### config.mk
export PLATFORM = sky130hd
export DESIGN_NAME = bitonic_sort_ctrl
export DESIGN_NICKNAME = d
export VERILOG_FILES = /design/src/rtl/bitonic_sort_ctrl.sv
export SDC_FILE = /design/constraint.sdc
export NUM_CORES = 1
export LEC_CHECK = 0
export ABC_CLOCK_PERIOD_IN_PS = 5430
export CORE_ASPECT_RATIO = 2
export CORE_MARGIN = 5
export CORE_UTILIZATION = 46
export DETAILED_ROUTE_END_ITERATION = 6
export PLACE_DENSITY = 0.77
export SETUP_SLACK_MARGIN = 0.1
export SLEW_MARGIN = 20
export SYNTH_ARGS = -nofsm -noshare
export SYNTH_HDL_FRONTEND = slang
export SYNTH_SLANG_ARGS = --single-unit
### constraint.sdc
create_clock -name clk_i -period 5.43 [get_ports clk_i]
set_input_delay 0.543 -clock clk_i [delete_from_list [all_inputs] [get_ports clk_i]]
set_output_delay 0.543 -clock clk_i [all_outputs]
set_load 0.05 [all_outputs]
### src/rtl/bitonic_sort_ctrl.sv
// Bus-attached sequencer for the 8 x 32-bit combinational bitonic sorting network.
// Optional feature: define BITONIC_CTRL_AUTOSTART_EN so that an idle write to IN[7] also starts a sort.
module bitonic_sort_ctrl #(
  parameter logic [31:0] BASE_ADDR     = 32'h00000010,
  parameter int          SETTLE_CYCLES = 4
) (
  input  logic         clk_i,
  input  logic         rst_i,
  input  logic         bus_req_i,
  input  logic         bus_we_i,
  input  logic [31:0]  bus_addr_bi,
  input  logic [3:0]   bus_be_bi,
  input  logic [31:0]  bus_wdata_bi,
  output logic         bus_ack_o,
  output logic         bus_resp_o,
  output logic [31:0]  bus_rdata_bo,
  output logic [255:0] sort_list_bo,
  input  logic [255:0] sort_list_bi,
  output logic         busy_o,
  output logic         done_o
);

  typedef enum logic [1:0] {IDLE, SETTLE, CAPTURE} state_t;

  state_t      state, state_next;
  logic [7:0]  cnt;
  logic [31:0] in_reg  [8];
  logic [31:0] out_reg [8];
  logic [31:0] sort_cnt;
  logic        done, err;

  logic [31:0] off;
  logic [4:0]  widx, in_sel, out_sel;
  logic [2:0]  in_idx, out_idx;
  logic        in_win, wr_acc, rd_acc, is_ctrl, is_in;
  logic        busy, ctrl_wr, start_req, start, err_set, in_wr, capture;
  logic [31:0] rd_val;

  function automatic logic [31:0] merge_be(input logic [31:0] old_val,
                                           input logic [31:0] new_val,
                                           input logic [3:0]  be);
    logic [31:0] res;
    for (int b = 0; b < 4; b++)
      res[8*b +: 8] = be[b] ? new_val[8*b +: 8] : old_val[8*b +: 8];
    return res;
  endfunction

  // Decode: the unsigned offset wraps for addresses below the base, so one compare bounds the window.
  assign off     = bus_addr_bi - BASE_ADDR;
  assign in_win  = (off < 32'h50);
  assign widx    = off[6:2];
  assign in_sel  = widx - 5'd4;
  assign out_sel = widx - 5'd12;
  assign in_idx  = in_sel[2:0];
  assign out_idx = out_sel[2:0];
  assign wr_acc  = bus_req_i & bus_we_i & in_win;
  assign rd_acc  = bus_req_i & ~bus_we_i & in_win;
  assign is_ctrl = (widx == 5'd0);
  assign is_in   = (widx >= 5'd4) && (widx <= 5'd11);

  assign busy    = (state != IDLE);
  assign capture = (state == CAPTURE);
  assign ctrl_wr = wr_acc & is_ctrl;
`ifdef BITONIC_CTRL_AUTOSTART_EN
  assign start_req = (ctrl_wr & bus_wdata_bi[0]) | (wr_acc & is_in & (in_idx == 3'd7));
`else
  assign start_req = ctrl_wr & bus_wdata_bi[0];
`endif
  assign start   = start_req & ~busy;
  assign in_wr   = wr_acc & is_in & ~busy;
  assign err_set = busy & wr_acc & (is_in | (is_ctrl & bus_wdata_bi[0]));

  assign bus_ack_o = bus_req_i;
  assign busy_o    = busy;
  assign done_o    = done;

  always_comb begin
    sort_list_bo = '0;
    for (int i = 0; i < 8; i++)
      sort_list_bo[32*i +: 32] = in_reg[i];
  end

  always_comb begin
    state_next = state;
    case (state)
      IDLE:    if (start) state_next = SETTLE;
      SETTLE:  if (cnt == 8'd0) state_next = CAPTURE;
      CAPTURE: state_next = IDLE;
      default: state_next = IDLE;
    endcase
  end

  always_comb begin
    rd_val = '0;
    if (widx == 5'd1)
      rd_val = {29'd0, err, done, busy};
    else if (widx == 5'd2)
      rd_val = sort_cnt;
    else if (is_in)
      rd_val = in_reg[in_idx];
    else if ((widx >= 5'd12) && (widx <= 5'd19))
      rd_val = out_reg[out_idx];
  end

  always_ff @(posedge clk_i) begin
    if (rst_i) begin
      state <= IDLE;
      cnt   <= '0;
    end else begin
      state <= state_next;
      if (start)
        cnt <= 8'(SETTLE_CYCLES - 1);
      else if ((state == SETTLE) && (cnt != 8'd0))
        cnt <= cnt - 8'd1;
    end
  end

  // Register file, status flags and the registered read port.
  always_ff @(posedge clk_i) begin
    if (rst_i) begin
      for (int i = 0; i < 8; i++) begin
        in_reg[i]  <= '0;
        out_reg[i] <= '0;
      end
      sort_cnt     <= '0;
      done         <= 1'b0;
      err          <= 1'b0;
      bus_resp_o   <= 1'b0;
      bus_rdata_bo <= '0;
    end else begin
      if (in_wr)
        in_reg[in_idx] <= merge_be(in_reg[in_idx], bus_wdata_bi, bus_be_bi);
      if (capture) begin
        for (int i = 0; i < 8; i++)
          out_reg[i] <= sort_list_bi[32*i +: 32];
        sort_cnt <= sort_cnt + 32'd1;
      end
      // A capture in the same cycle as CLR_DONE leaves the fresh result flagged.
      if (capture)
        done <= 1'b1;
      else if (ctrl_wr && bus_wdata_bi[1])
        done <= 1'b0;
      if (err_set)
        err <= 1'b1;
      else if (ctrl_wr && bus_wdata_bi[2])
        err <= 1'b0;
      bus_resp_o   <= rd_acc;
      bus_rdata_bo <= rd_acc ? rd_val : 32'd0;
    end
  end

endmodule

# After elaboration in Yosys (flattened, before gate mapping)
# Memory sizes are Yosys's and may differ from the RTL's.
# Cells that the tools add are included.
# totals
register_bits,77
ramBits,512
inputBits,328
out_inout_bits,292
wordCells,105
memories,2
# mem_list
name,words,width,rd,rd_ports_with_merged_regs,write_ports,line,rtl
in_reg,8,32,9,0,8,27,logic [31:0] in_reg [8];
out_reg,8,32,1,0,8,28,logic [31:0] out_reg [8];
# classes
addsub,5
order_cmp,5
eq_ne,6
n_mux,36
bitwise,24
reduce_logical,18
# ops
op,count
32-bit 2-to-1 mux,12
32-bit by 1-bit adder with 32-bit output (second input constant),1
32-bit by 7-bit < comparator with 1-bit output (second input constant),1
8-bit 2-to-1 mux,4
32-bit OR reduction,1
32-bit by 5-bit subtractor with 32-bit output (second input constant),1
1-bit 2-to-1 mux,13
1-bit AND,12
1-bit bitwise OR,9
8-bit zero test,1
2-bit 2-to-1 mux,4
2-bit nonzero test,4
8-bit nonzero test,1
8-bit by 1-bit subtractor with 8-bit output (second input constant),1
3-bit 2-to-1 mux,2
3-bit subtractor (second input constant),2
5-bit by 1-bit == test with 1-bit output (second input constant),1
5-bit by 2-bit == test with 1-bit output (second input constant),1
5-bit by 3-bit >= comparator with 1-bit output (second input constant),1
5-bit by 4-bit >= comparator with 1-bit output (second input constant),1
5-bit by 4-bit <= comparator with 1-bit output (second input constant),1
5-bit <= comparator (second input constant),1
1-bit logical AND,5
5-bit zero test,1
other kinds (9),13

# Longest topological paths before layout
# Gate-level depths: netlist of the first run.
# depth
word_depth,10
ltp_mapped,14
mapped_depth_nobuf,9

# Worst setup path after synthesis of the first run
# OpenSTA, ideal clock, no wires.
# synth_timing
path_kind,in2reg
from,input bus_addr_bi[4]
to,memory in_reg[0][0] (enable)
setup_time_ns,0.428
t_arrival_ns,5.340
t_required_ns,5.002
path_slack_ns,-0.338
stages,14
path_cell_list,clkbuf_1 inv_2 clkbuf_1 buf_1 ha_1 buf_2 or4b_1 or4_4 a211oi_2 or2_2 nand4_2 buf_2 buf_6 o21bai_1
# synth_rtl
element,line,rtl
"start, declared",11,"input logic [31:0] bus_addr_bi,"
"end, declared",27,

==> impl_metrics.toml, run 1 <==
[global_route]
grt.met1_usage_pct = 31.0
grt_overflow_total = 0
use_met3_pct = 5.39
antenna_found_initial = 5
grt_pass1_vias = 20481
grt_max_degree = 186
grt-busiest-layer = "met2"
grt_usage_pct = 27.4
grt_util_met2_pct = 50.0
grt_pass1_wl_um = 132000

[power_and_ir_drop]
ir_drop_mv = 0.252
p_leak_nw = 12.3
p_per_area_nw_per_um2 = 283

[synthesis]
synthCells = 1968
syn-num-nets = 2304
syn_avg_cell_area_um2 = 13.8
ys_warn_count = 0
synth-edff-count = 512
yosysUniqueCellTypes = 61
synth_seq_area_share_pct = 62.4
synth_flop_cell = "edfxtp_1"
async_reset_ff_share_pct = 0
syn-cell-area_um2 = 27100
ys_seq_elements = 589

[detailed_routing]
routedWlPerCell_um = 27.2
first_iter_violations = 1664
vias = 19343
drc = 0
drtPass1Iterations = 5
postRouteAntennaNets = 0
viasPerCell = 5.82
drt_wl_total_um = 90500

[cells_and_area]
syn_to_final_growth_pct = 31.9
layout_common_cells = "clkdlybuf4s50_1, edfxtp_1, nor3_1"
final_layout_size_suffix_gt1_share_pct = 11.9
fin_area_um2 = 35800
nFillCells = 4461
mostFrequentLayoutCell = "clkdlybuf4s50_1"
finalNetCount = 2849

[placed_design]
hpwl_um = 64400
gp_congestion = 0.888
placement.io_buffers = 617
post_dp_cell_area_um2 = 34100

[clocking]
cts_hold_buf = 0
cts_tree = "yes"
cts_buffers = 51
cts_sinks = 589
cts_resized = 0
htree_levels = 2
clk_latency_ns = 0.61
cts_setup_buffers = 0
path_clk_slew_ns = 0.07
cts_buffer_depth = 3
cts_root_buf = "clkbuf_16"

[worst_setup_path]
path_class = "in2reg"
critPathLaunchType = "input pin"
arrival_ns = 4.58
cp_max_fo = 32
crit_required_ns = 5.66
endpoint_kind = "register"

[floorplanning]
rows = 126
io-pin-count = 620
dieWidth_um = 182
die_h_um = 353
dieArea_um2 = 64200
initial_utilization_pct = 46.1
core_area_um2 = 58800

[timing]
fmax_mhz = 230
clock_skew_ns = 0.0192
fin_crit_sh_pct = 80.1
slew_headroom_pct = 39.7
rsz0062_at_grt = "false"
timing.final.crit_period_ns = 4.35
finalSetupViolCount = 0
hold_viol_final = 0
worst_slew_pin_slew_ns = 0.880
slew_violations = 0
timing.setup.tns_ns = 0

[run]
max_cap_viol_count = 0

[hold_path]
hold_path.class = "reg2reg"

[run_status]
status = "finished clean"
[stage by stage]
step | cells | hold WS (ns) | setup WS [ns] | utilization, % | power, mW
3_3_place_gp | 3228 | 0.458 | 0.515 | 58.0 | 6.55
4_1_cts | 3324 | 0.472 | 1.13 | 60.8 | 10.2
2_1_floorplan | 1968 | 0.436 | -0.338 | - | 5.93
6_report | 3326 | 0.478 | 1.08 | 60.8 | 10.1
5_1_grt | 3326 | 0.508 | 0.957 | 60.8 | 10.4
3_5_place_dp | 3228 | 0.459 | 0.497 | 58.0 | 6.57
[power breakdown]
group          internal (mW)  leakage (nW)  total [mW]  switching, mW
clock                   1.99         0.787        3.65           1.67
sequential              5.05          5.89        5.12         0.0705
combinational          0.548          5.67        1.35          0.799
total                   7.58          12.3        10.1           2.54
[synthesized netlist by cell type, types with 5 or more instances]
master / number / share of area [%]
nand3_1: 28 / 0.52
xnor2_1: 14 / 0.45
buf_1: 18 / 0.25
mux4_2: 128 / 11
or4_1: 5 / 0.14
nor2b_1: 71 / 1.6
inv_1: 8 / 0.11
and4_1: 8 / 0.26
o21bai_1: 9 / 0.25
nor3_1: 300 / 5.5
and2_1: 194 / 4.5
nand2_1: 115 / 1.6
clkbuf_1: 104 / 1.4
mux2i_1: 65 / 2.4
xor2_1: 28 / 0.90
nor2_1: 79 / 1.1
nor4_1: 11 / 0.25
edfxtp_1: 512 / 57
a21oi_1: 34 / 0.63
nand4_1: 11 / 0.25
dfxtp_1: 77 / 5.7
and3_1: 13 / 0.30
a2111oi_2: 27 / 1.5
buf_2: 35 / 0.65
ha_1: 8 / 0.37
[worst max-delay path, stage by stage]
cell	delay, ns
clkdlybuf4s50_1	0.51
inv_1	0.15
ha_1	0.38
or4b_1	0.56
or4_1	0.53
mux2i_1	0.26
and4_1	0.33
nand4_4	0.44
o21bai_4	0.29
buf_4	0.55
[routing by layer]
metal	vias up	share of wire, %	wire length, um
met5	-	0.032	29
met2	1098	53	48000
met1	9527	34	30500
met3	192	8.4	7620
met4	6	4.7	4300
li1	8520	-	-
[layout make-up]
cell class                 count  area (um2)  share of cell area, %
clock inverter                33         319                  0.892
sequential                   589       16900                   47.3
inverter                      10        40.0                  0.112
multi-input combinational   1208        9660                   27.0
tap                          768         961                   2.69
antenna                        2        5.00                 0.0140
clock buffer                  63        1320                   3.69
timing repair buffer         653        6550                   18.3
[final timing paths]
kind,start,to,slack (ns),depth (start not counted)
worst min-delay path,err$_SDFFE_PP0P_,bus_rdata_bo[2]$_SDFF_PP0_,0.48,2
worst min register to register,err$_SDFFE_PP0P_,bus_rdata_bo[2]$_SDFF_PP0_,0.48,2
worst max-delay path,bus_addr_bi[5],in_reg[7][5]$_SDFFCE_PN0P_,1.08,10
worst max register to register,state[1]$_SDFFE_PP0P_,out_reg[5][5]$_SDFFCE_PN0P_,3.00,3
[kinds of logic after synthesis]
group,synth area share [%]
compound gates,3.35
xor+xnor,1.36
fa+ha+maj,0.369
buf+inv,2.63
flops,62.4
mux,13.1
simple gates,16.8
Power figures use the tool's default switching activity.
==> inputs of run 2 (changes only) <==
--- a/config.mk
+++ b/config.mk
@@ -5,7 +5,7 @@
 export SDC_FILE = /design/constraint.sdc
 export NUM_CORES = 1
 export LEC_CHECK = 0
-export ABC_CLOCK_PERIOD_IN_PS = 5430
+export ABC_CLOCK_PERIOD_IN_PS = 3850
 export CORE_ASPECT_RATIO = 2
 export CORE_MARGIN = 5
 export CORE_UTILIZATION = 46
==> constraint.sdc (replaced) <==
create_clock -name clk_i -period 3.85 [get_ports clk_i]
set_input_delay 0.385 -clock clk_i [delete_from_list [all_inputs] [get_ports clk_i]]
set_output_delay 0.385 -clock clk_i [all_outputs]
set_load 0.05 [all_outputs]
==> impl_metrics.toml, run 2 (synthesis gave the netlist of run 1 again) <==
[run_status]
status = "finished clean"

[worst_setup_path]
path_class = "in2reg"
critPathLaunch = "bus_addr_bi[5]"
critPathBufInv = 4
crit_end = "in_reg[7][10]$_SDFFCE_PN0P_"
crit_required_ns = 4.12
cp.depth = 11
max_stage_delay_ns = 0.51
cp_top_family = "simple AND/OR/NAND/NOR gates"
cp_cell_sequence = "clkdlybuf4s50_1 > inv_1 > ha_4 > or4b_4 > or4_1 > mux2i_1 > and4_4 > nand4_4 > buf_12 > o21bai_4 > buf_12"
reg2reg_depth = 7
cp_max_fo = 32
arrival_ns = 3.47
slowest_stage = "or4_1"
reg2reg_slack_ns = 1.47
r2r_start = "state[1]$_SDFFE_PP0P_"
reg2reg_to = "sort_cnt[17]$_SDFFE_PP0P_"
critPathLaunchType = "input pin"
cpMostUsedCell = "buf_12"
endpoint_kind = "register"

[floorplanning]
core_area_um2 = 58800
rows = 126
initial_utilization_pct = 46.1
io-pin-count = 620
dieWidth_um = 182
die_h_um = 353
dieArea_um2 = 64200

[placed_design]
gp_congestion = 0.905
placement.io_buffers = 617
hpwl_um = 67200

[clocking]
cts_sinks = 589
cts_setup_buffers = 0
path_clk_slew_ns = 0.09
clk_latency_ns = 0.60
htree_levels = 2
cts_buffers = 49
cts_hold_buf = 0
cts_buffer_depth = 3
cts_resized = 0
cts_tree = "yes"
cts_root_buf = "clkbuf_16"

[power_and_ir_drop]
ir_drop_mv = 0.410
p_sw_mw = 3.59
power.share.clock_pct = 37.5
p_leak_nw = 12.8
p_per_area_nw_per_um2 = 401
seqPwrFrac_pct = 49.3
pwr-share-comb_pct = 13.2
p_int_mw = 11.1
p_sw_share_pct = 24.5

[timing]
timing.setup.tns_ns = 0
slew_violations = 0
finalSetupViolCount = 0
fin_crit_sh_pct = 83.1
clock_skew_ns = 0.0174
rsz0062_at_grt = "false"
worst_slew_pin_slew_ns = 0.945
timing.final.crit_period_ns = 3.20
hold_viol_final = 0
fmax_mhz = 313
slew_headroom_pct = 37.0

[cells_and_area]
syn_to_final_growth_pct = 34.7
finalNetCount = 2891
layout_common_cells = "clkdlybuf4s50_1, edfxtp_1, nor3_1"
final_util_pct = 62.1
final_layout_size_suffix_gt1_share_pct = 13.8
nFillCells = 4361
mostFrequentLayoutCell = "clkdlybuf4s50_1"
seq_area_um2 = 16900
multi_input_area_um2 = 9680

[run]
max_cap_viol_count = 0

[global_route]
grt_overflow_total = 0
grt_pass1_vias = 20878
grt_max_degree = 160
grt_usage_pct = 27.4
antenna_found_initial = 7
grt_pass1_wl_um = 133000

[hold_path]
hold_path.class = "in2reg"

[detailed_routing]
postRouteAntennaNets = 0
routedWlPerCell_um = 26.9
viasPerCell = 5.86
vias = 19714
drt_wl_total_um = 90700
drtPass1Iterations = 5
first_iter_violations = 1890
drc = 0
-- run 2: metrics by stage --
step           hold slack (ns)  power, mW  setup slack [ns]  cells  cell area (um2)
4_1_cts                 0.0233       14.7             0.689   3362            36500
3_3_place_gp             0.478       9.27            0.0977   3272            34800
5_1_grt                 0.0573       15.1             0.513   3365            36500
2_1_floorplan            0.436       8.36           -0.0189   1968            27300
3_5_place_dp             0.489       9.31            0.0643   3272            34800
6_report                0.0461       14.7             0.650   3365            36500
-- run 2: cell type report --
type	count	area share [%]
Clock inverter	32	1.21
Sequential cell	589	46.3
Timing Repair Buffer	697	19.6
Clock buffer	58	3.62
Antenna cell	3	0.0205
Multi-Input combinational cell	1208	26.5
Tap cell	768	2.63
Inverter	10	0.123
-- run 2: layer usage --
layer / wire [um] / global-route usage [%] / part of all wire, % / vias up
li1: - / - / - / 8613
met1: 29900 / 30.8 / 33 / 9586
met4: 4730 / 12.1 / 5.2 / 4
met2: 47700 / 49.8 / 53 / 1269
met3: 8270 / 5.51 / 9.1 / 242
met5: 27 / 0 / 0.030 / -
-- run 2: power groups by stage --
stage          clock network [mW]  registers (mW)  logic (mW)
2_1_floorplan                   0            7.67       0.698
3_3_place_gp                    0            7.35        1.92
3_5_place_dp                    0            7.37        1.94
4_1_cts                      5.57            7.23        1.95
5_1_grt                      5.83            7.24        2.03
6_report                     5.50            7.23        1.94
-- run 2: worst min path at each step --
stage,endpoint,depth (start not counted),slack (ns),from
finish,err$_SDFFE_PP0P_,2,0.05,rst_i
detailed placement,err$_SDFFE_PP0P_,2,0.49,err$_SDFFE_PP0P_
global placement,err$_SDFFE_PP0P_,2,0.48,err$_SDFFE_PP0P_
global route,err$_SDFFE_PP0P_,2,0.06,rst_i
floorplan,bus_rdata_bo[2]$_SDFF_PP0_,2,0.44,err$_SDFFE_PP0P_
CTS,err$_SDFFE_PP0P_,2,0.02,rst_i
-- run 2: worst reg2reg max path: cells and delay by family, from the launching register on --
kind                      cells  cell delay [ns]
and+or+nand+nor               5             1.49
DFF                           1             0.38
buffers and inverters         1             0.26
xor gates and xnor gates      1             0.12
==> inputs of run 3 (changes only) <==
--- a/config.mk
+++ b/config.mk
@@ -5,7 +5,7 @@
 export SDC_FILE = /design/constraint.sdc
 export NUM_CORES = 1
 export LEC_CHECK = 0
-export ABC_CLOCK_PERIOD_IN_PS = 3850
+export ABC_CLOCK_PERIOD_IN_PS = 2600
 export CORE_ASPECT_RATIO = 2
 export CORE_MARGIN = 5
 export CORE_UTILIZATION = 46
==> constraint.sdc (replaced) <==
create_clock -name clk_i -period 2.6 [get_ports clk_i]
set_input_delay 0.26 -clock clk_i [delete_from_list [all_inputs] [get_ports clk_i]]
set_output_delay 0.26 -clock clk_i [all_outputs]
set_load 0.05 [all_outputs]
==> impl_metrics.toml, run 3 (synthesis gave the netlist of run 1 again) <==
[clocking]
cts_root_buf = "clkbuf_16"
clk_latency_ns = 0.62
cts_sinks = 589
cts_buffers = 50
cts_buffer_depth = 3
htree_levels = 2
path_clk_slew_ns = 0.07
cts_tree = "yes"
cts_hold_buf = 0

[floorplanning]
dieWidth_um = 182
rows = 126
io-pin-count = 620
initial_utilization_pct = 46.1
core_area_um2 = 58800
dieArea_um2 = 64200
die_h_um = 353

[timing]
hold_viol_final = 0
setup_slack_ns = -0.0130
rsz0062_at_grt = "true"
slew_headroom_pct = 27.2
finalSetupViolCount = 1
fin_crit_sh_pct = 101
timing.final.crit_period_ns = 2.61
worst_slew_pin_slew_ns = 1.06
clock_skew_ns = 0.0257
slew_violations = 0
holdWs_ns = 0.0969
fmax_mhz = 383

[run]
max_cap_viol_count = 0

[worst_setup_path]
reg2reg_depth = 5
path_class = "in2reg"
reg2reg_slack_ns = 0.18
critPathLaunch = "bus_addr_bi[12]"
arrival_ns = 3.03
crit_end = "in_reg[1][3]$_SDFFCE_PN0P_"
reg2reg_to = "in_reg[7][10]$_SDFFCE_PN0P_"
critPathLaunchType = "input pin"
endpoint_kind = "register"
crit_required_ns = 3.02
cp_max_fo = 12
r2r_start = "in_reg[5][10]$_SDFFCE_PN0P_"

[detailed_routing]
routedWlPerCell_um = 28.0
first_iter_violations = 2068
vias = 21082
drt_wl_total_um = 99500
postRouteAntennaNets = 0
viasPerCell = 5.93
drtPass1Iterations = 6
drc = 0

[placed_design]
dpl.cell_count = 3407
hpwl_um = 72300
gp_congestion = 0.971
placement.io_buffers = 617
post_dp_cell_area_um2 = 35800

[cells_and_area]
final_layout_size_suffix_gt1_share_pct = 25.2
fin_area_um2 = 39500
finalNetCount = 3082
stdcell_count = 3555
mostFrequentLayoutCell = "clkdlybuf4s50_1"
layout_common_cells = "clkdlybuf4s50_1, edfxtp_1, and2_1"
syn_to_final_growth_pct = 45.6

[global_route]
use_met3_pct = 5.74
grt_util_met2_pct = 52.8
grt_pass1_wl_um = 141000
grt-busiest-layer = "met2"
grt_max_degree = 68
grt_pass1_vias = 21878
antenna_found_initial = 3
grt_usage_pct = 29.2
grt.met1_usage_pct = 32.4
grt_overflow_total = 0

[power_and_ir_drop]
ir_drop_mv = 0.557
p_per_area_nw_per_um2 = 550
p_leak_nw = 14.2
p_total_mw = 21.7

[hold_path]
hold_path.class = "in2reg"

[run_status]
violations = "setup timing"
status = "finished with violations"
-- run 3: how the worst min path moves through the flow --
| stage | from | end | slack [ns] | cells after the start |
|---|---|---|---|---|
| finish | rst_i | cnt[1]$_SDFFE_PP0P_ | 0.1 | 2 |
| global route | rst_i | cnt[0]$_SDFFE_PP0P_ | 0.12 | 2 |
| CTS | rst_i | cnt[1]$_SDFFE_PP0P_ | 0.07 | 2 |
| detailed placement | err$_SDFFE_PP0P_ | err$_SDFFE_PP0P_ | 0.47 | 2 |
| global placement | err$_SDFFE_PP0P_ | err$_SDFFE_PP0P_ | 0.46 | 2 |
| floorplan | err$_SDFFE_PP0P_ | bus_rdata_bo[2]$_SDFF_PP0_ | 0.44 | 2 |
-- run 3: critical path, cell delays in order --
cell and delay, ns:
clkdlybuf4s15_2 0.19, or4b_4 0.57, or4_4 0.51, mux2i_4 0.15, and4_4 0.25, nand4_4 0.14
buf_12 0.17, bufbuf_16 0.31, clkbuf_16 0.19, nor3_1 0.27
-- run 3: cell type report --
cell class                 instances  area (um2)
clock buffer                      59        1350
antenna                            1        2.50
tap                              768         961
multi-input combinational       1208       10600
clock inverter                    33         315
inverter                          10        47.5
sequential                       589       16900
timing repair buffer             887        9300
fill                            3905       19300
-- run 3: power breakdown --
group          internal [mW]  switching, mW  leakage [nW]
logic                   1.46           1.83          7.54
clock network           4.09           3.61         0.814
registers               10.5          0.191          5.89
-- run 3: timing repair --
| action | 4_1_cts | 5_1_grt |
|---|---|---|
| gates resized for setup | 112 | 144 |
| endpoints found under the setup margin | 551 | 462 |
| hold endpoints to repair | 0 | 0 |
| pin swaps | 15 | 16 |
| buffers inserted | 24 | 9 |
| gates cloned | 12 | 12 |
-- run 3: metrics by stage --
stage / TNS, ns / setup slack (ns) / utilization, %
floorplan: -518.29 / -1.14 / -
global placement: -455.11 / -0.920 / 60.9
detailed placement: -462.98 / -0.944 / 60.9
CTS: 0 / 0.00394 / 65.5
global route: -1.03 / -0.0544 / 67.1
finish: -0.0130 / -0.0130 / 67.2
-- run 3: routing by layer --
metal,part of all wire [%],wire (um)
met1,32,31500
met2,52,51800
met3,9.3,9230
met4,7.0,6920
met5,0,0
